<file path="src/rtl/kbd_pkg.sv">
// Shared scancode constants, btnstate bit positions, state encodings and
// small helpers for the PS/2 arrow-key decoder.
package kbd_pkg;

  localparam logic [7:0] SC_EXT   = 8'hE0;
  localparam logic [7:0] SC_BRK   = 8'hF0;
  localparam logic [7:0] SC_UP    = 8'h75;
  localparam logic [7:0] SC_DOWN  = 8'h72;
  localparam logic [7:0] SC_LEFT  = 8'h6B;
  localparam logic [7:0] SC_RIGHT = 8'h74;

  localparam int BTN_UP    = 3;
  localparam int BTN_DOWN  = 2;
  localparam int BTN_LEFT  = 1;
  localparam int BTN_RIGHT = 0;

  typedef enum logic [1:0] {
    RX_IDLE   = 2'd0,
    RX_DATA   = 2'd1,
    RX_PARITY = 2'd2,
    RX_STOP   = 2'd3
  } rx_state_t;

  typedef enum logic [1:0] {
    DEC_BASE   = 2'd0,
    DEC_EXT    = 2'd1,
    DEC_EXTBRK = 2'd2,
    DEC_BRK    = 2'd3
  } dec_state_t;

  function automatic logic odd_parity_ok(input logic [7:0] data, input logic par);
    return (^{data, par}) == 1'b1;
  endfunction

  function automatic logic [3:0] arrow_mask(input logic [7:0] code);
    logic [3:0] mask;
    mask = 4'b0000;
    case (code)
      SC_UP:    mask[BTN_UP]    = 1'b1;
      SC_DOWN:  mask[BTN_DOWN]  = 1'b1;
      SC_LEFT:  mask[BTN_LEFT]  = 1'b1;
      SC_RIGHT: mask[BTN_RIGHT] = 1'b1;
      default:  mask = 4'b0000;
    endcase
    return mask;
  endfunction

endpackage

</file>
<file path="src/rtl/ps2_rx_frame.sv">
// PS/2 frame receiver: pin synchronisers, ps2_clk glitch filter, 11-bit
// frame FSM with odd-parity/stop checking and an inter-edge timeout.
module ps2_rx_frame
  import kbd_pkg::*;
#(
  parameter int FILTER_LEN     = 8,
  parameter int TIMEOUT_CYCLES = 200000
) (
  input  logic       clk,
  input  logic       rst,
  input  logic       ps2_clk,
  input  logic       ps2_data,
  output logic       byte_valid,
  output logic [7:0] byte_data,
  output logic       frame_err
);

  localparam int FW = $clog2(FILTER_LEN + 1);
  localparam int TW = $clog2(TIMEOUT_CYCLES + 1);
  localparam logic [FW-1:0] FILT_LAST = FW'(FILTER_LEN - 1);
  localparam logic [TW-1:0] TO_LAST   = TW'(TIMEOUT_CYCLES - 1);

  logic [1:0]    clk_sync_r, data_sync_r;
  logic          filt_level_r;
  logic [FW-1:0] filt_cnt_r;
  logic          fall_s, data_bit_s;

  rx_state_t     state_r, state_s;
  logic [2:0]    bit_cnt_r, bit_cnt_s;
  logic [7:0]    shift_r, shift_s;
  logic          par_r, par_s;
  logic [TW-1:0] to_cnt_r, to_cnt_s;
  logic          byte_valid_r, valid_s;
  logic [7:0]    byte_data_r, data_s;
  logic          frame_err_r, err_s;

  // Falling edge: the filter is about to flip from 1 to 0 this cycle.
  assign fall_s     = filt_level_r & ~clk_sync_r[1] & (filt_cnt_r == FILT_LAST);
  assign data_bit_s = data_sync_r[1];

  // Synchronisers and the ps2_clk level filter (idle-high after reset).
  always_ff @(posedge clk or posedge rst) begin
    if (rst) begin
      clk_sync_r   <= 2'b11;
      data_sync_r  <= 2'b11;
      filt_level_r <= 1'b1;
      filt_cnt_r   <= {FW{1'b0}};
    end else begin
      clk_sync_r  <= {clk_sync_r[0], ps2_clk};
      data_sync_r <= {data_sync_r[0], ps2_data};
      if (clk_sync_r[1] == filt_level_r) begin
        filt_cnt_r <= {FW{1'b0}};
      end else if (filt_cnt_r == FILT_LAST) begin
        filt_level_r <= clk_sync_r[1];
        filt_cnt_r   <= {FW{1'b0}};
      end else begin
        filt_cnt_r <= filt_cnt_r + FW'(1);
      end
    end
  end

  // Frame FSM next state; an edge always wins over a same-cycle timeout.
  always_comb begin
    state_s   = state_r;
    bit_cnt_s = bit_cnt_r;
    shift_s   = shift_r;
    par_s     = par_r;
    valid_s   = 1'b0;
    err_s     = 1'b0;
    data_s    = byte_data_r;
    if (state_r == RX_IDLE || fall_s) begin
      to_cnt_s = {TW{1'b0}};
    end else begin
      to_cnt_s = to_cnt_r + TW'(1);
    end
    if (fall_s) begin
      case (state_r)
        RX_IDLE: begin
          if (!data_bit_s) begin
            state_s   = RX_DATA;
            bit_cnt_s = 3'd0;
          end else begin
            state_s = RX_IDLE;
          end
        end
        RX_DATA: begin
          shift_s = {data_bit_s, shift_r[7:1]};
          if (bit_cnt_r == 3'd7) begin
            state_s = RX_PARITY;
          end else begin
            bit_cnt_s = bit_cnt_r + 3'd1;
          end
        end
        RX_PARITY: begin
          par_s   = data_bit_s;
          state_s = RX_STOP;
        end
        RX_STOP: begin
          state_s = RX_IDLE;
          if (data_bit_s && odd_parity_ok(shift_r, par_r)) begin
            valid_s = 1'b1;
            data_s  = shift_r;
          end else begin
            err_s = 1'b1;
          end
        end
        default: state_s = RX_IDLE;
      endcase
    end else if (state_r != RX_IDLE && to_cnt_r == TO_LAST) begin
      state_s = RX_IDLE;
      shift_s = 8'h00;
      err_s   = 1'b1;
    end else begin
      state_s = state_r;
    end
  end

  // Frame FSM registers and registered outputs.
  always_ff @(posedge clk or posedge rst) begin
    if (rst) begin
      state_r      <= RX_IDLE;
      bit_cnt_r    <= 3'd0;
      shift_r      <= 8'h00;
      par_r        <= 1'b0;
      to_cnt_r     <= {TW{1'b0}};
      byte_valid_r <= 1'b0;
      byte_data_r  <= 8'h00;
      frame_err_r  <= 1'b0;
    end else begin
      state_r      <= state_s;
      bit_cnt_r    <= bit_cnt_s;
      shift_r      <= shift_s;
      par_r        <= par_s;
      to_cnt_r     <= to_cnt_s;
      byte_valid_r <= valid_s;
      byte_data_r  <= data_s;
      frame_err_r  <= err_s;
    end
  end

  assign byte_valid = byte_valid_r;
  assign byte_data  = byte_data_r;
  assign frame_err  = frame_err_r;

endmodule

</file>
<file path="src/rtl/ps2_arrow_decoder.sv">
// PS/2 arrow-key decoder: turns extended make/break scancode sequences into
// a held-key vector (up, down, left, right).
module ps2_arrow_decoder
  import kbd_pkg::*;
#(
  parameter int FILTER_LEN     = 8,
  parameter int TIMEOUT_CYCLES = 200000
) (
  input  logic       clk,
  input  logic       rst,
  input  logic       ps2_clk,
  input  logic       ps2_data,
  output logic [3:0] btnstate,
  output logic       byte_valid,
  output logic [7:0] byte_data,
  output logic       frame_err
);

  logic       byte_valid_s;
  logic [7:0] byte_data_s;
  logic       frame_err_s;
  dec_state_t dec_r, dec_s;
  logic [3:0] btn_r, btn_s, mask_s;

  ps2_rx_frame #(
    .FILTER_LEN     (FILTER_LEN),
    .TIMEOUT_CYCLES (TIMEOUT_CYCLES)
  ) u_rx (
    .clk        (clk),
    .rst        (rst),
    .ps2_clk    (ps2_clk),
    .ps2_data   (ps2_data),
    .byte_valid (byte_valid_s),
    .byte_data  (byte_data_s),
    .frame_err  (frame_err_s)
  );

  assign mask_s = arrow_mask(byte_data_s);

  // Scancode decoder; frame errors never reach here, so they leave state alone.
  always_comb begin
    dec_s = dec_r;
    btn_s = btn_r;
    if (byte_valid_s) begin
      case (dec_r)
        DEC_BASE: begin
          if (byte_data_s == SC_EXT) begin
            dec_s = DEC_EXT;
          end else if (byte_data_s == SC_BRK) begin
            dec_s = DEC_BRK;
          end else begin
            dec_s = DEC_BASE;
          end
        end
        DEC_EXT: begin
          if (byte_data_s == SC_BRK) begin
            dec_s = DEC_EXTBRK;
          end else if (byte_data_s == SC_EXT) begin
            dec_s = DEC_EXT;
          end else begin
            btn_s = btn_r | mask_s;
            dec_s = DEC_BASE;
          end
        end
        DEC_EXTBRK: begin
          btn_s = btn_r & ~mask_s;
          dec_s = DEC_BASE;
        end
        DEC_BRK: dec_s = DEC_BASE;
        default: dec_s = DEC_BASE;
      endcase
    end else begin
      dec_s = dec_r;
    end
  end

  // Decoder state and held-key register.
  always_ff @(posedge clk or posedge rst) begin
    if (rst) begin
      dec_r <= DEC_BASE;
      btn_r <= 4'b0000;
    end else begin
      dec_r <= dec_s;
      btn_r <= btn_s;
    end
  end

  assign btnstate   = btn_r;
  assign byte_valid = byte_valid_s;
  assign byte_data  = byte_data_s;
  assign frame_err  = frame_err_s;

endmodule

</file>
<file path="config.mk">
export PLATFORM = sky130hd
export DESIGN_NAME = ps2_arrow_decoder
export DESIGN_NICKNAME = d
export VERILOG_FILES = /design/src/rtl/kbd_pkg.sv /design/src/rtl/ps2_rx_frame.sv /design/src/rtl/ps2_arrow_decoder.sv
export SDC_FILE = /design/constraint.sdc
export NUM_CORES = 1
export LEC_CHECK = 0
export ABC_AREA = 0
export CORE_AREA = 5 5 79 81
export CTS_CLUSTER_SIZE = 10
export DETAILED_ROUTE_END_ITERATION = 8
export DIE_AREA = 0 0 84 86
export PLACE_DENSITY_LB_ADDON = 0.15
export SLEW_MARGIN = 20
export SYNTH_ARGS = -nofsm -noshare
export SYNTH_HDL_FRONTEND = slang
export SYNTH_HIERARCHICAL = 1
export SYNTH_SLANG_ARGS = --single-unit
export TNS_END_PERCENT = 10
</file>
<file path="constraint.sdc">
create_clock -name clk -period 2.1 [get_ports clk]
set_clock_uncertainty 0.15 [all_clocks]
set_input_delay 0.42 -clock clk [delete_from_list [all_inputs] [get_ports clk]]
set_output_delay 0.42 -clock clk [all_outputs]
set_load 0.01 [all_outputs]
</file>
==> flow_metrics.py, run 1 <==
metrics = {
    "final_layout": {
        "n_antenna_cell": 0,
        "drive_gt1_share_pct": 23.1,
        "layout.nets": 330,
        "utilization_pct": 65.3,
        "area_delta_synth_final_pct": 26.9,
    },
    "clock_tree": {
        "hold_buffers": 0,
        "cts_buffers": 9,
        "cts-root-buf": "clkbuf_8",
        "clk_pin_slew_ns": 0.07,
        "cts_tree": "built",
        "cts.sinks": 57,
        "cts.htree.levels": 3,
        "cts_buffer_depth": 2,
        "worstSkewPairLatency_ns": 0.33,
    },
    "sta": {
        "hold_viol": 0,
        "min_period_ns": 2.21,
        "fin_crit_sh_pct": 105,
        "drv_slew": 0,
        "rsz0062_at_grt": "yes",
        "setup_slack_ns": -0.115,
        "max_freq_mhz": 451,
        "tightest_slew_ns": 0.488,
        "slew_headroom_pct": 67.0,
        "final-setup-viol-count": 8,
    },
    "logic_synthesis": {
        "syn_inst": 261,
        "async_flop_share_pct": 100,
        "ys_seq_area_share_pct": 51.5,
        "avgSynthCellArea_sq_um": 10.7,
        "synth_edf_count": 0,
        "yosys_warnings": 6,
        "synth_ff_type": "dfrtp_1",
        "ys_seq_elements": 57,
        "synth_cell_types": 44,
        "syn_area_sq_um": 2780,
        "syn-num-nets": 275,
    },
    "run_status": {
        "violations": "setup timing",
        "status": "finished with violations",
    },
    "pwr": {
        "leakagePower_nw": 1.52,
        "vdd_drop_max_uv": 695,
        "power_density_nw_per_um2": 691,
    },
    "global_routing": {
        "grt_start_max_net_pins": 52,
        "antenna_found_initial": 0,
        "grt-ovfl-total": 0,
        "grt_pass1_vias": 2045,
        "grt_pass1_wl_mm": 9.39,
        "grt_usage_pct": 16.4,
    },
    "floorplanning": {
        "die_h_um": 86,
        "die_w_um": 84,
        "num_rows": 27,
        "num_io_pins": 18,
        "start_util_pct": 51.5,
        "die_area_sq_um": 7220,
        "core_area_sq_um": 5410,
    },
    "critical_path": {
        "crit_type": "flip-flop to flip-flop",
        "critPathLaunchType": "flip-flop",
        "arrival_ns": 2.27,
        "crit_required_ns": 2.16,
        "cp_max_fo": 9,
        "cp-end-kind": "flip-flop",
        "ff2ff_path_depth": 6,
    },
    "worst_hold_path": {
        "holdCritPathClass": "input port to asynchronous set/reset pin",
    },
    "run": {
        "drv_cap": 0,
    },
    "detailed_routing": {
        "post_drt_wl_per_cell_um": 13.7,
        "vias_per_cell": 5.29,
        "postRouteAntennaNets": 0,
        "firstDrtPassIters": 5,
        "wirelength_mm": 5.37,
        "vias": 2078,
        "drc": 0,
        "drt_iter0_markers": 119,
    },
    "place": {
        "post-place-ws_ns": -0.154,
        "portBuffers": 17,
        "place_congestion": 0.763,
        "dp_hpwl_mm": 3.80,
    },
}
[cell families (layout without fill, tap and decap cells)]
family	count (synthesis)	after routing	share of synthesized area, %
xor+xnor	19	19	7.15
buf+inv	26	86	3.51
simple gates	101	101	20.1
mux	14	14	6.03
flops	57	57	51.5
compound gates	34	34	7.24
fa+ha+maj	10	10	4.50
[timing repair]
item,CTS,global route
endpoints found under the setup margin,8,8
pin swaps,0,0
setup buffers,0,0
gates resized for setup,0,2
[cells in the mapped netlist, drive strengths merged, types with 5 or more instances]
master,count,area (sq um)
o21ai,16,80.1
ha,10,125
inv,21,78.8
nor3,6,35.0
xnor2,14,123
nand3,13,65.1
dfrtp,52,1300
nand4,6,37.5
mux2,12,135
a21oi,7,35.0
nand2,25,93.8
nor4,8,56.3
dfstp,5,131
nor2,18,67.6
[through the flow]
stage	power [mW]	area [sq um]	hold WS [ns]	std cells	setup TNS [ns]
detailed placement	1.29	3290	0.199	377	-1.18
finish	2.44	3530	0.210	393	-0.833
global placement	1.29	3290	0.198	377	-0.700
CTS	2.46	3520	0.204	393	-1.18
floorplan	1.23	2780	0.0610	261	-1.17
global route	2.56	3530	0.211	393	-1.23
[routing by layer]
| layer | GRT usage [%] | vias to the layer above | routed length [um] |
|---|---|---|---|
| li1 | - | 1030 | - |
| met1 | 21.3 | 1016 | 2580 |
| met2 | 26.3 | 25 | 2560 |
| met3 | 3.84 | 7 | 149 |
| met4 | 7.16 | 0 | 78 |
| met5 | 0 | - | 0 |
[cells in the final DEF, fill, tap and decap left out, drive strengths merged, types with 2 or more instances in the layout]
cell / Yosys / routed
ha: 10 / 10
nand3: 13 / 13
buf: 1 / 32
nor4: 8 / 8
nand2: 25 / 25
xnor2: 14 / 14
a21oi: 7 / 7
nor2b: 3 / 3
bufinv: 0 / 2
dfrtp: 52 / 52
and4b: 2 / 2
xor2: 3 / 3
nor2: 18 / 18
or4: 2 / 2
clkbuf: 4 / 11
and3: 2 / 2
mux2i: 2 / 2
nand3b: 2 / 2
clkdlybuf4s50: 0 / 17
o22ai: 3 / 3
or3: 3 / 3
nor4bb: 2 / 2
nor3: 6 / 6
inv: 21 / 21
nand4bb: 2 / 2
a31o: 4 / 4
nand4: 6 / 6
o21ai: 16 / 16
nand4b: 2 / 2
clkinv: 0 / 2
dfstp: 5 / 5
nand2b: 2 / 2
mux2: 12 / 12
[state kept, by name, indices dropped and copies added, names as in the netlist, 2 cells and up, named ones only]
name and count:
u_rx/filt_cnt_r 4, dec_r 2, u_rx/clk_sync_r 2, u_rx/data_sync_r 2, u_rx/byte_data 8, u_rx/bit_cnt_r 3
u_rx/shift_r 8, u_rx/state_r 2, u_rx/to_cnt_r 18
[final timing paths]
kind | slack, ns | startpoint | end
max in group asynchronous | 1.18 | rst | u_rx/data_sync_r[0]
min | 0.21 | rst | asynchronous set/reset pin
min reg2reg | 0.21 | u_rx/data_sync_r[0] | u_rx/data_sync_r[1]
max reg2reg | -0.11 | u_rx/filt_level_r | u_rx/byte_data[7]
min in group clk | 0.21 | u_rx/data_sync_r[0] | u_rx/data_sync_r[1]
max | -0.11 | u_rx/filt_level_r | u_rx/byte_data[7]
[critical path, stage by stage (launching register included)]
cell and delay, ns:
dfstp_2 0.55, ha_4 0.13, nand4b_1 0.12, or4_4 0.51
mux2i_4 0.18, buf_12 0.15, mux2_2 0.33
[final cells by class]
class | instances | area [sq um]
timing repair buffer | 49 | 435
clock inverter | 5 | 77.6
fill | 435 | 1880
inverter | 21 | 78.8
multi-input combinational | 178 | 1260
sequential | 57 | 1430
tap | 72 | 90.1
clock buffer | 11 | 151
[where the power goes]
| part | internal [mW] | switching [mW] | leakage [nW] | total [mW] |
|---|---|---|---|---|
| combinational | 0.0630 | 0.0691 | 0.628 | 0.132 |
| clock | 0.728 | 0.434 | 0.115 | 1.16 |
| sequential | 1.13 | 0.0156 | 0.777 | 1.15 |
| total | 1.92 | 0.519 | 1.52 | 2.44 |
Power figures use the tool's default switching activity.
==> run 2: changes to the inputs <==
--- a/config.mk
+++ b/config.mk
@@ -6,10 +6,10 @@
 export NUM_CORES = 1
 export LEC_CHECK = 0
 export ABC_AREA = 0
-export CORE_AREA = 5 5 79 81
-export CTS_CLUSTER_SIZE = 10
+export CORE_AREA = 5 5 76 78
+export CTS_CLUSTER_SIZE = 20
 export DETAILED_ROUTE_END_ITERATION = 8
-export DIE_AREA = 0 0 84 86
+export DIE_AREA = 0 0 81 83
 export PLACE_DENSITY_LB_ADDON = 0.15
 export SLEW_MARGIN = 20
 export SYNTH_ARGS = -nofsm -noshare
==> constraint.sdc (replaced) <==
create_clock -name clk -period 2.04 [get_ports clk]
set_clock_uncertainty 0.15 [all_clocks]
set_input_delay 0.408 -clock clk [delete_from_list [all_inputs] [get_ports clk]]
set_output_delay 0.408 -clock clk [all_outputs]
set_load 0.02 [all_outputs]
==> run 2 against run 1 <==
Compared with the run above: the flow still finishes with violations (setup timing); final area up 0.78%; first-iteration DRC count down 19%; maximum frequency down 0.38%; critical path depth unchanged; combinational power about the same; critical path type unchanged; highest routed layer unchanged.
==> flow_metrics.py, run 2 (same netlist as run 1, synthesis figures left out) <==
metrics = {
    "run_status": {
        "status": "finished with violations",
        "violations": "setup timing",
    },
    "detailed_routing": {
        "vias_per_cell": 5.19,
        "drt_iter0_markers": 96,
        "postRouteAntennaNets": 0,
        "post_drt_wl_per_cell_um": 13.8,
        "firstDrtPassIters": 6,
        "drc": 0,
        "vias": 2055,
        "wirelength_mm": 5.45,
    },
    "final_layout": {
        "drive_gt1_share_pct": 24.5,
        "stdcell_area_sq_um": 3560,
        "area_delta_synth_final_pct": 27.9,
        "fin_cells": 396,
        "utilization_pct": 71.0,
        "largest_register": "u_rx/to_cnt_r",
        "largest_reg_flops": 18,
        "most-common-layout-cells": "52 x dfrtp_1, 35 x buf_4, 25 x nand2_1",
        "layout.nets": 335,
        "n_antenna_cell": 0,
        "final_common_cell": "dfrtp_1",
        "fillers": 394,
    },
    "run": {
        "drv_cap": 0,
    },
    "clock_tree": {
        "cts_tree": "built",
        "clk_pin_slew_ns": 0.07,
        "worstSkewPairLatency_ns": 0.33,
        "cts_buffers": 9,
        "cts-root-buf": "clkbuf_8",
        "cts_buffer_depth": 2,
        "cts.htree.levels": 3,
        "hold_buffers": 0,
        "cts.sinks": 57,
    },
    "pwr": {
        "vdd_drop_max_uv": 710,
        "power.total_mw": 2.42,
        "power_density_nw_per_um2": 681,
        "leakagePower_nw": 1.58,
    },
    "sta": {
        "max_freq_mhz": 450,
        "drv_slew": 0,
        "fin_crit_sh_pct": 109,
        "min_period_ns": 2.22,
        "hold_viol": 0,
        "tightest_slew_ns": 0.499,
        "final-setup-viol-count": 8,
        "slew_headroom_pct": 66.3,
        "setup_slack_ns": -0.183,
        "rsz0062_at_grt": "yes",
    },
    "critical_path": {
        "cp_max_fo": 9,
        "critPathLaunchType": "flip-flop",
        "worstSetupEndpoint": "u_rx/byte_data[7]",
        "rrSetupSlack_ns": -0.18,
        "startpoint": "u_rx/filt_level_r",
        "cp-end-kind": "flip-flop",
        "crit_required_ns": 2.10,
        "worstReg2RegStart": "u_rx/filt_level_r",
        "worstReg2RegEnd": "u_rx/byte_data[7]",
        "ff2ff_path_depth": 6,
        "crit_type": "flip-flop to flip-flop",
        "arrival_ns": 2.28,
    },
    "place": {
        "post-place-ws_ns": -0.180,
        "dp.cells": 379,
        "portBuffers": 17,
        "dp_hpwl_mm": 3.91,
        "place_area_sq_um": 3320,
        "place_congestion": 0.762,
    },
    "floorplanning": {
        "core_area_sq_um": 5010,
        "num_io_pins": 18,
        "start_util_pct": 55.5,
        "die_area_sq_um": 6720,
        "die_w_um": 81,
        "num_rows": 26,
        "die_h_um": 83,
    },
    "global_routing": {
        "grt-ovfl-total": 0,
        "grt_usage_pct": 18.6,
        "grt_pass1_wl_mm": 9.66,
        "antenna_found_initial": 0,
        "grt_start_max_net_pins": 52,
        "grt_pass1_vias": 2075,
    },
    "worst_hold_path": {
        "holdCritPathClass": "input port to asynchronous set/reset pin",
    },
}
-- run 2: cell count changes in the layout (fill, tap and decap cells not counted), sizes merged --
cell | before | now
clkbuf | 11 | 9
clkinvlp | 1 | 0
dlymetal6s2s | 0 | 2
clkinv | 2 | 5
buf | 32 | 37
clkdlybuf4s50 | 17 | 15
-- run 2: what timing repair did --
item	4_1_cts	5_1_grt
setup buffers	0	1
endpoints found under the setup margin	8	13
pin swaps	0	2
gates resized for setup	0	7
hold endpoints to repair	0	0
-- run 2: report_power, final --
part / switching, mW / leakage [nW] / total [mW] / internal, mW
Clock: 0.437 / 0.113 / 1.11 / 0.676
Combinational: 0.0674 / 0.694 / 0.131 / 0.0638
Sequential: 0.0159 / 0.777 / 1.18 / 1.16
Total: 0.520 / 1.58 / 2.42 / 1.90
-- run 2: worst min-delay path by stage --
| stage | start | end | slack [ns] | cells after the start |
|---|---|---|---|---|
| 3_5_place_dp | u_rx/clk_sync_r[0] | u_rx/clk_sync_r[1] | 0.21 | 0 |
| 4_1_cts | rst | asynchronous set/reset pin | 0.19 | 2 |
| 2_1_floorplan | rst | asynchronous set/reset pin | 0.05 | 1 |
| 6_report | rst | asynchronous set/reset pin | 0.20 | 2 |
| 3_3_place_gp | u_rx/clk_sync_r[0] | u_rx/clk_sync_r[1] | 0.20 | 0 |
| 5_1_grt | u_rx/clk_sync_r[0] | u_rx/clk_sync_r[1] | 0.22 | 0 |
-- run 2: final cells by class --
class | instances | area (sq um) | area share, %
Inverter | 21 | 78.8 | 2.22
Timing Repair Buffer | 54 | 478 | 13.4
Tap cell | 70 | 87.6 | 2.46
Multi-Input combinational cell | 178 | 1270 | 35.7
Clock buffer | 9 | 124 | 3.48
Sequential cell | 57 | 1430 | 40.3
Clock inverter | 7 | 85.1 | 2.39
-- run 2: worst max-delay path, stage by stage, from the launching register on --
cell and delay (ns):
dfstp_2 0.55, ha_4 0.13, nand4b_1 0.12, or4_4 0.51, mux2i_4 0.18, buf_12 0.15
mux2_2 0.33
-- run 2: through the flow --
| step | hold WS [ns] | setup TNS (ns) |
|---|---|---|
| floorplan | 0.0490 | -1.65 |
| global placement | 0.199 | -1.19 |
| detailed placement | 0.207 | -1.39 |
| CTS | 0.188 | -1.70 |
| global route | 0.220 | -1.86 |
| finish | 0.197 | -1.36 |
-- run 2: per-layer routing --
metal	GRT usage, %	share of wire (%)	wire (um)
met1	24.9	46	2500
met2	28.1	49	2660
met3	5.19	3.9	210
met4	7.83	1.4	76
met5	0	0	0
==> run 3: changes to the inputs <==
--- a/config.mk
+++ b/config.mk
@@ -6,10 +6,12 @@
 export NUM_CORES = 1
 export LEC_CHECK = 0
 export ABC_AREA = 0
+export ABC_CLOCK_PERIOD_IN_PS = 2040
 export CORE_AREA = 5 5 76 78
 export CTS_CLUSTER_SIZE = 20
 export DETAILED_ROUTE_END_ITERATION = 8
 export DIE_AREA = 0 0 81 83
+export GPL_TIMING_DRIVEN = 0
 export PLACE_DENSITY_LB_ADDON = 0.15
 export SLEW_MARGIN = 20
 export SYNTH_ARGS = -nofsm -noshare
==> run 3 against run 2 <==
Compared with the run above: the flow still finishes with violations (setup timing); first-iteration DRC count shrank 1.0%; setup slack got worse by 0.11 ns; flip-flop and latch count did not move; non-clock buffer count is 26 lower; final cell count decreased by 7.3%; global-route usage down 0.80 points; final area decreased by 5.4%; combinational power is 28% lower.
==> flow_metrics.py, run 3 (same netlist as run 1, synthesis figures left out) <==
metrics = {
    "run_status": {
        "status": "finished with violations",
        "violations": "setup timing",
    },
    "critical_path": {
        "crit_type": "flip-flop to flip-flop",
        "cp_cell_sequence": "ha_1, nand4b_1, or4_4, mux2i_4, buf_12, mux2_2",
        "arrival_ns": 2.39,
        "rrSetupSlack_ns": -0.29,
        "crit_required_ns": 2.10,
        "worstReg2RegStart": "u_rx/filt_level_r",
        "worstReg2RegEnd": "u_rx/byte_data[1]",
        "cp_max_fo": 9,
        "worst-path-buf-inv": 1,
        "critPathLaunchType": "flip-flop",
        "cp-end-kind": "flip-flop",
        "cpMaxStageDelayCell": "dfstp_2",
        "critPathMaxStageDelay_ns": 0.53,
        "ff2ff_path_depth": 6,
        "crit_family": "simple AND/OR/NAND/NOR gates",
    },
    "floorplanning": {
        "die_area_sq_um": 6720,
        "die_w_um": 81,
        "core_area_sq_um": 5010,
        "num_io_pins": 18,
        "die_h_um": 83,
        "start_util_pct": 55.5,
        "num_rows": 26,
    },
    "place": {
        "portBuffers": 17,
        "post-place-ws_ns": -0.526,
        "dp_hpwl_mm": 3.67,
        "place_congestion": 0.769,
    },
    "run": {
        "drv_cap": 0,
    },
    "final_layout": {
        "final_common_cell": "dfrtp_1",
        "largest_reg_flops": 18,
        "most-common-layout-cells": "52 x dfrtp_1, 25 x nand2_1, 20 x inv_1",
        "largest_register": "u_rx/to_cnt_r",
        "fillers": 417,
        "area_delta_synth_final_pct": 21.0,
        "n_antenna_cell": 0,
        "drive_gt1_share_pct": 18.5,
        "layout.nets": 309,
    },
    "detailed_routing": {
        "wirelength_mm": 5.42,
        "post_drt_wl_per_cell_um": 14.8,
        "vias": 2040,
        "vias_per_cell": 5.56,
        "drc": 0,
        "firstDrtPassIters": 5,
        "postRouteAntennaNets": 0,
        "drt_iter0_markers": 95,
    },
    "clock_tree": {
        "cts_tree": "built",
        "cts-root-buf": "clkbuf_8",
        "clk_pin_slew_ns": 0.06,
        "worstSkewPairLatency_ns": 0.33,
        "cts_buffer_depth": 2,
        "cts.sinks": 57,
        "cts_buffers": 9,
        "cts.htree.levels": 3,
    },
    "global_routing": {
        "grt_pass1_wl_mm": 9.26,
        "grt-ovfl-total": 0,
        "grt_pass1_vias": 1981,
        "grt_usage_pct": 17.8,
        "grt_start_max_net_pins": 35,
        "antenna_found_initial": 0,
    },
    "sta": {
        "setup_slack_ns": -0.290,
        "rsz0062_at_grt": "yes",
        "drv_slew": 0,
        "slew_headroom_pct": 62.9,
        "fin_crit_sh_pct": 114,
        "hold_viol": 0,
        "tightest_slew_ns": 0.552,
        "min_period_ns": 2.33,
        "max_freq_mhz": 429,
        "final-setup-viol-count": 10,
    },
    "pwr": {
        "power_frac_clock_pct": 39.7,
        "internal_power_mw": 1.66,
        "switchingPower_mw": 0.469,
        "leakagePower_nw": 1.43,
        "power.total_mw": 2.12,
        "power.share.switching_pct": 22.1,
        "vdd_drop_max_uv": 486,
        "power_frac_seq_pct": 55.9,
        "power_density_nw_per_um2": 631,
        "share_comb_of_total_power_pct": 4.5,
    },
    "worst_hold_path": {
        "holdCritPathClass": "input port to asynchronous set/reset pin",
    },
}
run 3: changes by cell type in the layout (fill, tap and decap cells not counted), moves of 2 or more:
cell       previous run  this run
clkbuf_2              0         2
ha_2                  0         2
clkinv_2              5         1
buf_4                35         4
nor4bb_4              0         2
clkbuf_1              0         4
nor4bb_1              2         0
bufinv_16             2         0
run 3: worst max-delay path by stage:
stage / start / end / slack [ns] / cells after the start
detailed placement: u_rx/clk_sync_r[1] / u_rx/shift_r[1] / -0.53 / 7
global placement: rst / u_rx/to_cnt_r[3] / -0.77 / 2
global route: u_rx/filt_level_r / u_rx/byte_data[2] / -0.35 / 6
floorplan: u_rx/filt_level_r / u_rx/byte_data[0] / -0.21 / 5
CTS: u_rx/filt_level_r / u_rx/byte_data[1] / -0.29 / 6
finish: u_rx/filt_level_r / u_rx/byte_data[1] / -0.29 / 6
run 3: final cells by class:
type,instances,area (sq um),share of cell area (%)
Buffer,4,17.5,0.521
Clock buffer,12,145,4.31
Clock inverter,1,5.00,0.149
Inverter,21,78.8,2.34
Multi-Input combinational cell,178,1340,39.9
Sequential cell,57,1430,42.6
Tap cell,70,87.6,2.60
Timing Repair Buffer,24,256,7.62
run 3: layer usage:
| metal | GRT usage, % | up-vias | wire length [um] |
|---|---|---|---|
| met1 | 23.6 | 1011 | 2430 |
| li1 | - | 982 | - |
| met2 | 26.8 | 41 | 2660 |
| met5 | 0 | - | 0 |
| met3 | 4.76 | 6 | 263 |
| met4 | 8.14 | 0 | 65 |
run 3: repair_timing:
| item | in CTS | in global routing |
|---|---|---|
| hold buffers | 0 | 0 |
| setup endpoints to repair | 31 | 37 |
| pin swaps | 6 | 2 |
| resized for setup | 6 | 17 |
| buffers inserted | 5 | 1 |
run 3: per-stage QoR:
step | hold WS [ns] | util, % | cell area [sq um] | TNS (ns) | std cells
2_1_floorplan | 0.0490 | - | 2780 | -1.65 | 261
3_3_place_gp | 0.197 | 60.7 | 3040 | -46.57 | 348
3_5_place_dp | 0.198 | 61.1 | 3060 | -11.04 | 349
4_1_cts | 0.196 | 65.6 | 3280 | -3.26 | 366
5_1_grt | 0.210 | 67.2 | 3360 | -3.30 | 367
6_report | 0.197 | 67.2 | 3360 | -2.48 | 367
run 3: power groups by stage:
stage                     Sequential, mW  Combinational (mW)  Clock (mW)
after global placement              1.20              0.0864           0
after CTS                           1.19              0.0968       0.868
final                               1.19              0.0947       0.842
after global routing                1.19               0.108       0.924
after floorplan                     1.20              0.0663           0
after detailed placement            1.21              0.0946           0
